## src/rtl/concat_arb_pkg.sv

```systemverilog
// ============================================================================
// concat_arb_pkg: shared FSM state type and width helper for the lane arbiter
// Revision: 1.0
// ============================================================================
`default_nettype none

package concat_arb_pkg;

  typedef enum logic [0:0] {
    IDLE  = 1'b0,
    OWNED = 1'b1
  } state_e;

  // Index width for n requesters; a single requester still needs one bit.
  function automatic int src_width(input int n);
    return (n > 1) ? $clog2(n) : 1;
  endfunction

endpackage

`default_nettype wire

```

## src/rtl/rr_pick.sv

```systemverilog
// ============================================================================
// rr_pick: rotating-priority encoder, first asserted request at or after ptr
// Revision: 1.0
// ============================================================================
`default_nettype none

module rr_pick
  import concat_arb_pkg::*;
#(
  parameter int NREQ = 4
) (
  input  logic [NREQ-1:0]             req_i,
  input  logic [src_width(NREQ)-1:0]  ptr_i,
  output logic [src_width(NREQ)-1:0]  idx_o,
  output logic                        found_o
);

  localparam int SRC_W = src_width(NREQ);

  int pos;

  // Scan from the farthest offset down so the offset closest to ptr wins.
  always_comb begin
    idx_o   = '0;
    found_o = 1'b0;
    pos     = 0;
    for (int k = NREQ - 1; k >= 0; k--) begin
      pos = int'(ptr_i) + k;
      if (pos >= NREQ) begin
        pos = pos - NREQ;
      end
      if (req_i[pos]) begin
        idx_o   = SRC_W'(pos);
        found_o = 1'b1;
      end
    end
  end

endmodule

`default_nettype wire

```

## src/rtl/concat_lane_arbiter.sv

```systemverilog
// ============================================================================
// concat_lane_arbiter: round-robin owner of one WIDTH-bit lane, bursts capped
// at MAX_HOLD beats.  Revision: 1.0
// ============================================================================
`default_nettype none

module concat_lane_arbiter
  import concat_arb_pkg::*;
#(
  parameter int NREQ     = 4,
  parameter int WIDTH    = 4,
  parameter int MAX_HOLD = 3
) (
  input  logic                        clk,
  input  logic                        rst_n,
  input  logic [NREQ-1:0]             req,
  input  logic [NREQ-1:0]             last,
  input  logic [NREQ*WIDTH-1:0]       data_in,
  output logic [NREQ-1:0]             grant,
  output logic                        busy,
  output logic                        out_valid,
  output logic [WIDTH-1:0]            out_data,
  output logic [src_width(NREQ)-1:0]  out_src,
  output logic                        timeout
);

  localparam int SRC_W  = src_width(NREQ);
  localparam int HOLD_W = $clog2(MAX_HOLD + 1);

  state_e             state_q, state_d;
  logic [SRC_W-1:0]   ptr_q, ptr_d;
  logic [SRC_W-1:0]   owner_q, owner_d;
  logic [HOLD_W-1:0]  hold_q, hold_d;
  logic [NREQ-1:0]    grant_q, grant_d;
  logic               out_valid_q, out_valid_d;
  logic [WIDTH-1:0]   out_data_q, out_data_d;
  logic [SRC_W-1:0]   out_src_q, out_src_d;
  logic               timeout_q, timeout_d;

  logic [SRC_W-1:0]   pick_idx;
  logic               pick_found;
  logic               beat;
  logic               owner_last;
  logic               at_limit;
  logic [WIDTH-1:0]   owner_slice;
  logic [SRC_W-1:0]   owner_next;

  rr_pick #(
    .NREQ (NREQ)
  ) u_rr_pick (
    .req_i   (req),
    .ptr_i   (ptr_q),
    .idx_o   (pick_idx),
    .found_o (pick_found)
  );

  assign beat        = req[owner_q];
  assign owner_last  = last[owner_q];
  assign at_limit    = (hold_q == HOLD_W'(MAX_HOLD - 1));
  assign owner_slice = data_in[int'(owner_q)*WIDTH +: WIDTH];
  assign owner_next  = (owner_q == SRC_W'(NREQ - 1)) ? '0 : owner_q + SRC_W'(1);

  always_comb begin
    state_d     = state_q;
    ptr_d       = ptr_q;
    owner_d     = owner_q;
    hold_d      = hold_q;
    grant_d     = grant_q;
    out_valid_d = 1'b0;
    out_data_d  = out_data_q;
    out_src_d   = out_src_q;
    timeout_d   = 1'b0;
    case (state_q)
      IDLE: begin
        if (pick_found) begin
          state_d = OWNED;
          owner_d = pick_idx;
          hold_d  = '0;
          grant_d = NREQ'(1) << pick_idx;
        end
      end
      OWNED: begin
        if (beat) begin
          out_valid_d = 1'b1;
          out_data_d  = owner_slice;
          out_src_d   = owner_q;
          hold_d      = hold_q + HOLD_W'(1);
        end
        // A last beat that coincides with the hold limit is a normal end, not a timeout.
        if (!beat || owner_last || at_limit) begin
          state_d   = IDLE;
          grant_d   = '0;
          hold_d    = '0;
          ptr_d     = owner_next;
          timeout_d = beat && at_limit && !owner_last;
        end
      end
      default: begin
        state_d = IDLE;
        grant_d = '0;
        hold_d  = '0;
      end
    endcase
  end

  always_ff @(posedge clk or negedge rst_n) begin
    if (!rst_n) begin
      state_q     <= IDLE;
      ptr_q       <= '0;
      owner_q     <= '0;
      hold_q      <= '0;
      grant_q     <= '0;
      out_valid_q <= 1'b0;
      out_data_q  <= '0;
      out_src_q   <= '0;
      timeout_q   <= 1'b0;
    end else begin
      state_q     <= state_d;
      ptr_q       <= ptr_d;
      owner_q     <= owner_d;
      hold_q      <= hold_d;
      grant_q     <= grant_d;
      out_valid_q <= out_valid_d;
      out_data_q  <= out_data_d;
      out_src_q   <= out_src_d;
      timeout_q   <= timeout_d;
    end
  end

  assign grant     = grant_q;
  assign busy      = (state_q == OWNED);
  assign out_valid = out_valid_q;
  assign out_data  = out_data_q;
  assign out_src   = out_src_q;
  assign timeout   = timeout_q;

endmodule

`default_nettype wire

```

## config.mk

```make
export PLATFORM = sky130hd
export DESIGN_NAME = concat_lane_arbiter
export DESIGN_NICKNAME = d
export VERILOG_FILES = /design/src/rtl/concat_arb_pkg.sv /design/src/rtl/rr_pick.sv /design/src/rtl/concat_lane_arbiter.sv
export SDC_FILE = /design/constraint.sdc
export NUM_CORES = 1
export LEC_CHECK = 0
export CORE_MARGIN = 2
export CORE_UTILIZATION = 41
export CTS_BUF_LIST = sky130_fd_sc_hd__clkbuf_4 sky130_fd_sc_hd__clkbuf_8
export CTS_CLUSTER_SIZE = 14
export DETAILED_ROUTE_END_ITERATION = 10
export PLACE_DENSITY = 0.74
export SLEW_MARGIN = 20
export SYNTH_ARGS = -nofsm -noshare
export SYNTH_HDL_FRONTEND = slang
export SYNTH_SLANG_ARGS = --single-unit
```

## constraint.sdc

```tcl
create_clock -name clk -period 1.7 [get_ports clk]
set_clock_uncertainty 0.15 [all_clocks]
set_input_delay 0.34 -clock clk [delete_from_list [all_inputs] [get_ports clk]]
set_output_delay 0.34 -clock clk [all_outputs]
set_load 0.02 [all_outputs]
```

==> Word-level counts from Yosys, hierarchy flattened <==
Cells that the tools add are included.
{ "word_totals": {"reg_bits": 19, "input_bits": 26, "out_inout_bits": 13, "wordCells": 89} }
{ "classes": {"n_addsub": 9, "order_cmp": 9, "eq_ne": 5, "n_shift": 2, "muxes": 43, "bitwise": 1, "n_reduce_logical": 11} }
{ "op_table": {"columns": ["op", "n"], "rows": [
  ["$lt A32 B4 Y1 const B", 4],
  ["$mux W32", 4],
  ["$ge A32 B4 Y1 const B", 3],
  ["$sub A32 B4 Y32 const B", 3],
  ["$mux W1", 20],
  ["$mux W2", 8],
  ["$shiftx A16 B5 Y4", 1],
  ["$bmux W1 S2", 6],
  ["$reduce_and A2 Y1", 5],
  ["$mux W4", 2],
  ["$pmux W4 S2", 1],
  ["$add A2 B2 Y3 const B", 2],
  ["$add A2 B1 Y2 const B", 2],
  ["$eq A2 B2 Y1 const B", 2],
  ["$pmux W2 S2", 1],
  ["$shl A1 B2 Y4 const A", 1],
  ["$sub A2 B3 Y4 const B", 1],
  ["$add A2 B1 Y3 const B", 1],
  ["$ge A2 B3 Y1 const B", 1],
  ["$lt A2 B3 Y1 const B", 1],
  ["$ne A3 B1 Y1 const B", 1],
  ["$logic_and A1 B1 Y1", 2],
  ["$logic_not A1 Y1", 2],
  ["$logic_or A1 B1 Y1", 2],
  ["4 further kinds", 4]
]} }

==> Logic depth before layout (Yosys ltp) <==
{ "logic_depth": {"depth_word": 13, "mapped_depth": 6, "mapped_depth_nobuf": 5} }

==> By module <==
From an unflattened synthesis, not the netlist that was laid out.
{ "unflattened": {"cells_unflattened": 92, "hier_area_um2": 1094.8} }
{ "by_module_without_submodules": {"columns": ["mod", "n_inst", "cells_each", "area_per_inst_um2", "seq_area_each_um2"], "rows": [
  ["concat_lane_arbiter", 1, 79, 1017.2, 475.5],
  ["rr_pick", 1, 13, 77.6, 0.0]
]} }

==> Worst setup path after synthesis <==
No wires, ideal clock.
{ "synth_path": {"kind": "reg2reg", "start": "reg owner_q[1]", "end": "reg ptr_q[0]", "setup_ns": 0.125, "t_arrival_ns": 1.568, "t_required_ns": 1.425, "slack_ns": -0.143, "path_stages_with_launch": 5, "n_path_buf": 1, "period_less_slack_ns": 1.843, "cell_sequence": "dfrtp_1 buf_6 mux4_2 a21boi_4 mux2_4"} }
{ "synth_via": {"elab_chain_len": 6, "word_cells_on_any_way": 10, "classes_between": "eq/ne (1); mux (5); reduce/logical (4)"} }
{ "synth_rtl": {"columns": ["element", "line_no", "source"], "rows": [
  ["from (decl)", "concat_lane_arbiter.sv:32", "logic [SRC_W-1:0] owner_q, owner_d;"],
  ["from (signal assigned)", "concat_lane_arbiter.sv:120", "owner_q <= owner_d;"],
  ["$bmux W1 S2", "concat_lane_arbiter.sv:57", "assign beat = req[owner_q];"],
  ["$mux W1 (not written as such)", "concat_lane_arbiter.sv:57", null],
  ["$logic_not A1 Y1", "concat_lane_arbiter.sv:90", "if (!beat || owner_last || at_limit) begin"],
  ["$logic_or A1 B1 Y1 (2 in series)", "concat_lane_arbiter.sv:90", null],
  ["$reduce_and A2 Y1 (no line)", null, null],
  ["to (signal assigned)", "concat_lane_arbiter.sv:119", "ptr_q <= ptr_d;"],
  ["to (decl)", "concat_lane_arbiter.sv:31", "logic [SRC_W-1:0] ptr_q, ptr_d;"]
]} }
Parallel ways exist; a longest one is shown, timed or not. The select of a mux whose other input is x is not followed.
A chain may end at the register's enable or synchronous reset.

==> Worst setup path after layout <==
{ "layout_path": {"start": "reg owner_q[0]", "end": "reg ptr_q[1]"} }
Same word-level chain as after synthesis.

==> flow_summary.html <==
<table>
<tr><th>Metric</th><th>Value</th></tr>
<tr><th colspan="2">Run status</th></tr>
<tr><td>Outcome</td><td>complete, but fails checks</td></tr>
<tr><td>Violated checks</td><td>setup timing</td></tr>
<tr><th colspan="2">Routing</th></tr>
<tr><td>DRT Wirelength</td><td>2463 microns</td></tr>
<tr><td>Final routed wire length divided by cell count</td><td>14.75 microns</td></tr>
<tr><td>Overall via count from detail_route</td><td>861</td></tr>
<tr><td>DR DRC count</td><td>0</td></tr>
<tr><td>Avg Vias per Cell</td><td>5.156</td></tr>
<tr><td>First-iteration detailed-routing DRC count</td><td>9</td></tr>
<tr><td>Number of nets with antenna violations after detailed routing</td><td>0</td></tr>
<tr><td>Count of TritonRoute iterations in the first routing pass</td><td>4</td></tr>
<tr><th colspan="2">Power</th></tr>
<tr><td>Internal power</td><td>0.001560 W</td></tr>
<tr><td>Power per standard cell area</td><td>1644 nW/um^2</td></tr>
<tr><td>Switch Pwr</td><td>0.001033 W</td></tr>
<tr><td>Leakage power summed over all cells</td><td>0.7310 nW</td></tr>
<tr><td>Sequential share of power</td><td>30.3%</td></tr>
<tr><td>Peak ir drop on the vdd network</td><td>1.036 mV</td></tr>
<tr><td>Switching power share of the total</td><td>39.85%</td></tr>
<tr><td>Power share of the clock group</td><td>9.2%</td></tr>
<tr><td>Logic gate share of total power</td><td>60.6%</td></tr>
<tr><td>Post-route total power</td><td>0.002593 W</td></tr>
<tr><th colspan="2">Global route</th></tr>
<tr><td>Number of antenna violations at the first check in global routing</td><td>0</td></tr>
<tr><td>Via count of the first global-routing pass</td><td>863</td></tr>
<tr><td>First-pass GRT wire length</td><td>3870 microns</td></tr>
<tr><td>Overflow left after global routing</td><td>0</td></tr>
<tr><td>Maximum number of pins on one net before global-route repair</td><td>20</td></tr>
<tr><td>Global routing usage summed across all routing layers</td><td>19.04%</td></tr>
<tr><th colspan="2">Logic synthesis</th></tr>
<tr><td>Library cell with the highest instance count after synthesis</td><td>sky130_fd_sc_hd__dfrtp_1</td></tr>
<tr><td>Yosys reg bits</td><td>19</td></tr>
<tr><td>Dominant cells by area after synthesis</td><td>sky130_fd_sc_hd__dfrtp_1, sky130_fd_sc_hd__mux4_1, sky130_fd_sc_hd__nand2_1, sky130_fd_sc_hd__mux2_2, sky130_fd_sc_hd__mux4_2</td></tr>
<tr><td>Combinational family with the most area after synthesis</td><td>multiplexers</td></tr>
<tr><td>Xor/xnor share of the synthesized area</td><td>0%</td></tr>
<tr><td>Most frequent cells after synthesis</td><td>sky130_fd_sc_hd__dfrtp_1, sky130_fd_sc_hd__nand2_1</td></tr>
<tr><td>Distinct cell type count of the synthesized netlist</td><td>29</td></tr>
<tr><td>Synthesized net count</td><td>113</td></tr>
<tr><td>Proportion of register bits with asynchronous set or reset after synthesis</td><td>100.0%</td></tr>
<tr><td>Compound-cell area share of the yosys netlist</td><td>13.16%</td></tr>
<tr><td>Multiplexer area fraction after synthesis</td><td>21.74%</td></tr>
<tr><td>Netlist Area Pre-Place</td><td>1036 sq um</td></tr>
<tr><td>Number of flops mapped to enable cells by yosys</td><td>0</td></tr>
<tr><td>Average instance area after synthesis</td><td>12.19 sq um</td></tr>
<tr><td>Warning count from the yosys run</td><td>0</td></tr>
<tr><td>Cell taking the most area after synthesis</td><td>sky130_fd_sc_hd__dfrtp_1</td></tr>
<tr><td>Sequential cell area fraction in the yosys report</td><td>45.89%</td></tr>
<tr><td>Synthesized netlist cell count</td><td>85</td></tr>
<tr><td>Yosys top cell area share</td><td>45.89%</td></tr>
<tr><td>Most used DFF post-synth</td><td>sky130_fd_sc_hd__dfrtp_1</td></tr>
<tr><td>Adder and majority gate portion of the synthesized area</td><td>2.415%</td></tr>
<tr><td>Fraction of the mapped netlist area in simple logic gates</td><td>12.20%</td></tr>
<tr><th colspan="2">STA</th></tr>
<tr><td>Worst Tran Pin Value</td><td>0.4080 ns</td></tr>
<tr><td>Period utilisation layout</td><td>104.0%</td></tr>
<tr><td>Final hold violation count</td><td>0</td></tr>
<tr><td>Headroom to the max-slew limit</td><td>72.64%</td></tr>
<tr><td>Final setup viols</td><td>7</td></tr>
<tr><td>Crit path setup slack, layout</td><td>-0.06878 ns</td></tr>
<tr><td>Max Freq</td><td>565.4 MHz</td></tr>
<tr><td>Tmin final</td><td>1.769 ns</td></tr>
<tr><td>Max-slew violation total from the final report</td><td>0</td></tr>
<tr><td>RSZ-0062 raised after global routing</td><td>true</td></tr>
<tr><td>Setup TNS</td><td>-0.3272 ns</td></tr>
<tr><th colspan="2">Final layout</th></tr>
<tr><td>Layout net count</td><td>166</td></tr>
<tr><td>N_diodes</td><td>0</td></tr>
<tr><td>Area overhead of the layout relative to synthesis</td><td>52.29%</td></tr>
<tr><td>Layout cell share with drive strength beyond 1</td><td>24.82%</td></tr>
<tr><td>Post-Route Utilization</td><td>64.87%</td></tr>
<tr><td>Number of standard cells in the layout, taps in and fillers out</td><td>167</td></tr>
<tr><th colspan="2">Clocking</th></tr>
<tr><td>CTS Root Buffer Type</td><td>sky130_fd_sc_hd__clkbuf_4</td></tr>
<tr><td>Worst-Skew Late Latency</td><td>0.29 ns</td></tr>
<tr><td>TritonCTS Buffers</td><td>3</td></tr>
<tr><td>TritonCTS clock tree</td><td>built</td></tr>
<tr><td>H-Tree Depth</td><td>1</td></tr>
<tr><td>Clock input transition at the sequential cells of the worst setup and hold paths</td><td>0.11 ns</td></tr>
<tr><td>Number of hold buffers added after cts</td><td>0</td></tr>
<tr><td>Sinks on Clock Net</td><td>19</td></tr>
<tr><td>Max Root-Sink Buffers</td><td>2</td></tr>
<tr><th colspan="2">Floorplanning</th></tr>
<tr><td>Ports</td><td>39</td></tr>
<tr><td>Starting density of the core</td><td>42.59%</td></tr>
<tr><td>Die ar.</td><td>2945 sq um</td></tr>
<tr><td>Total number of placement rows</td><td>18</td></tr>
<tr><td>Overall die height</td><td>54.27 microns</td></tr>
<tr><td>Placeable core region</td><td>2432 sq um</td></tr>
<tr><td>Horizontal die dimension</td><td>54.27 microns</td></tr>
<tr><th colspan="2">Placement</th></tr>
<tr><td>Post-Place Setup Slack</td><td>-0.4671 ns</td></tr>
<tr><td>Detailed Place HPWL</td><td>1912 microns</td></tr>
<tr><td>Final Wtd Congestion</td><td>0.7854</td></tr>
<tr><td>Number of placed instances with taps included</td><td>160</td></tr>
<tr><td>Port Buffer Count</td><td>38</td></tr>
<tr><th colspan="2">Setup path</th></tr>
<tr><td>Start-to-end type of the worst setup path</td><td>flip-flop to flip-flop</td></tr>
<tr><td>Data required time of the critical path</td><td>1.73 ns</td></tr>
<tr><td>Largest fanout of any net on the critical path</td><td>4</td></tr>
<tr><td>Data arrival time of the critical path</td><td>1.80 ns</td></tr>
<tr><td>Startpoint type of the worst setup path</td><td>flip-flop</td></tr>
<tr><td>Setup crit end kind</td><td>flip-flop</td></tr>
<tr><th colspan="2">Hold path</th></tr>
<tr><td>HP Class</td><td>input pin to async pin</td></tr>
<tr><th colspan="2">Job</th></tr>
<tr><td>Max Cap Viol</td><td>0</td></tr>
</table>
worst max-delay path, stage by stage, from the launching register on:
cell                       delay (ns)
sky130_fd_sc_hd__dfrtp_1         0.41
sky130_fd_sc_hd__mux4_2          0.57
sky130_fd_sc_hd__nor2_4          0.14
sky130_fd_sc_hd__a21boi_4        0.09
sky130_fd_sc_hd__mux2_4          0.30
final cells by class:
class | count | area (sq um)
clock buffers | 4 | 30.03
fillers | 201 | 854.6
inverters | 5 | 23.77
multi-input cells | 58 | 543.0
flip-flops and latches | 19 | 475.5
well taps | 30 | 37.54
repair buffers | 51 | 467.9
placed cells by master (no fill, tap or decap):
cell type,n
sky130_fd_sc_hd__mux2_4,2
sky130_fd_sc_hd__nand2_1,15
sky130_fd_sc_hd__inv_1,4
sky130_fd_sc_hd__dfrtp_1,19
sky130_fd_sc_hd__a21boi_4,1
sky130_fd_sc_hd__or2_2,1
sky130_fd_sc_hd__a22o_1,1
sky130_fd_sc_hd__ha_1,2
sky130_fd_sc_hd__nor3_1,1
sky130_fd_sc_hd__a21oi_1,3
sky130_fd_sc_hd__a211oi_1,1
sky130_fd_sc_hd__a211o_1,1
sky130_fd_sc_hd__mux4_1,4
sky130_fd_sc_hd__buf_6,3
sky130_fd_sc_hd__nor2b_1,1
sky130_fd_sc_hd__o21ai_0,2
sky130_fd_sc_hd__mux4_2,2
sky130_fd_sc_hd__nor2_4,1
sky130_fd_sc_hd__nor4_1,1
sky130_fd_sc_hd__inv_6,1
sky130_fd_sc_hd__o21ai_1,2
sky130_fd_sc_hd__buf_4,10
sky130_fd_sc_hd__o32ai_2,4
sky130_fd_sc_hd__clkbuf_4,4
sky130_fd_sc_hd__nor2_1,3
sky130_fd_sc_hd__nand2b_1,2
sky130_fd_sc_hd__clkdlybuf4s50_1,21
sky130_fd_sc_hd__dlygate4sd2_1,17
sky130_fd_sc_hd__nand2_4,1
sky130_fd_sc_hd__o22ai_1,1
sky130_fd_sc_hd__o22a_1,1
sky130_fd_sc_hd__mux2_2,4
sky130_fd_sc_hd__o21a_1,1
metal layers:
| layer | share of wire (%) | track usage [%] |
|---|---|---|
| met3 | 6.1 | 4.098 |
| met2 | 51 | 32.93 |
| met4 | 1.5 | 5.000 |
| met5 | 0 | 0 |
| met1 | 42 | 24.11 |
kinds of logic after synthesis:
family,Yosys count
buf+inv,8
flops,19
simple gates,26
fa+ha+maj,2
mux,12
compound gates,18
path summary, 6_finish.rpt:
check,from,to,slack (ns),cells after the start
setup / recovery,owner_q[0],ptr_q[1],-0.07,4
hold / removal,rst_n,grant[1],0.22,2
min in group clk,out_src[0],out_src[0],0.34,2
max in group asynchronous,rst_n,timeout,0.98,2
setup reg to reg,owner_q[0],ptr_q[1],-0.07,4
hold reg to reg,out_src[0],out_src[0],0.34,2
what timing repair did:
action | 4_1_cts | 5_1_grt
endpoints found under the setup margin | 23 | 15
buffers inserted | 3 | 1
gates resized for setup | 23 | 4
hold endpoints to repair | 0 | 0
pin swaps | 1 | 3
cloned | 0 | 0
registers in the layout, summed over array words and instances, names as in the netlist:
register and cells:
grant 4, out_data 4, hold_q 2, out_src 2
owner_q 2, ptr_q 2, busy 1, out_valid 1
timeout 1
through the flow:
stage	instance area (sq um)	hold WS, ns
final	1578	0.2217
after global routing	1578	0.2410
after floorplan	1036	-0.1056
after global placement	1503	0.3171
after detailed placement	1503	0.3246
after CTS	1567	0.2202
power groups by stage:
stage / logic [W] / clock network (W) / registers, W
2_1_floorplan: 0.000787 / 0 / 0.000957
3_3_place_gp: 0.00147 / 0 / 0.000789
3_5_place_dp: 0.00151 / 0 / 0.000793
4_1_cts: 0.00155 / 0.000249 / 0.000784
5_1_grt: 0.00170 / 0.000266 / 0.000812
6_report: 0.00157 / 0.000238 / 0.000785
No activity file was read; power rests on OpenSTA's default activity.
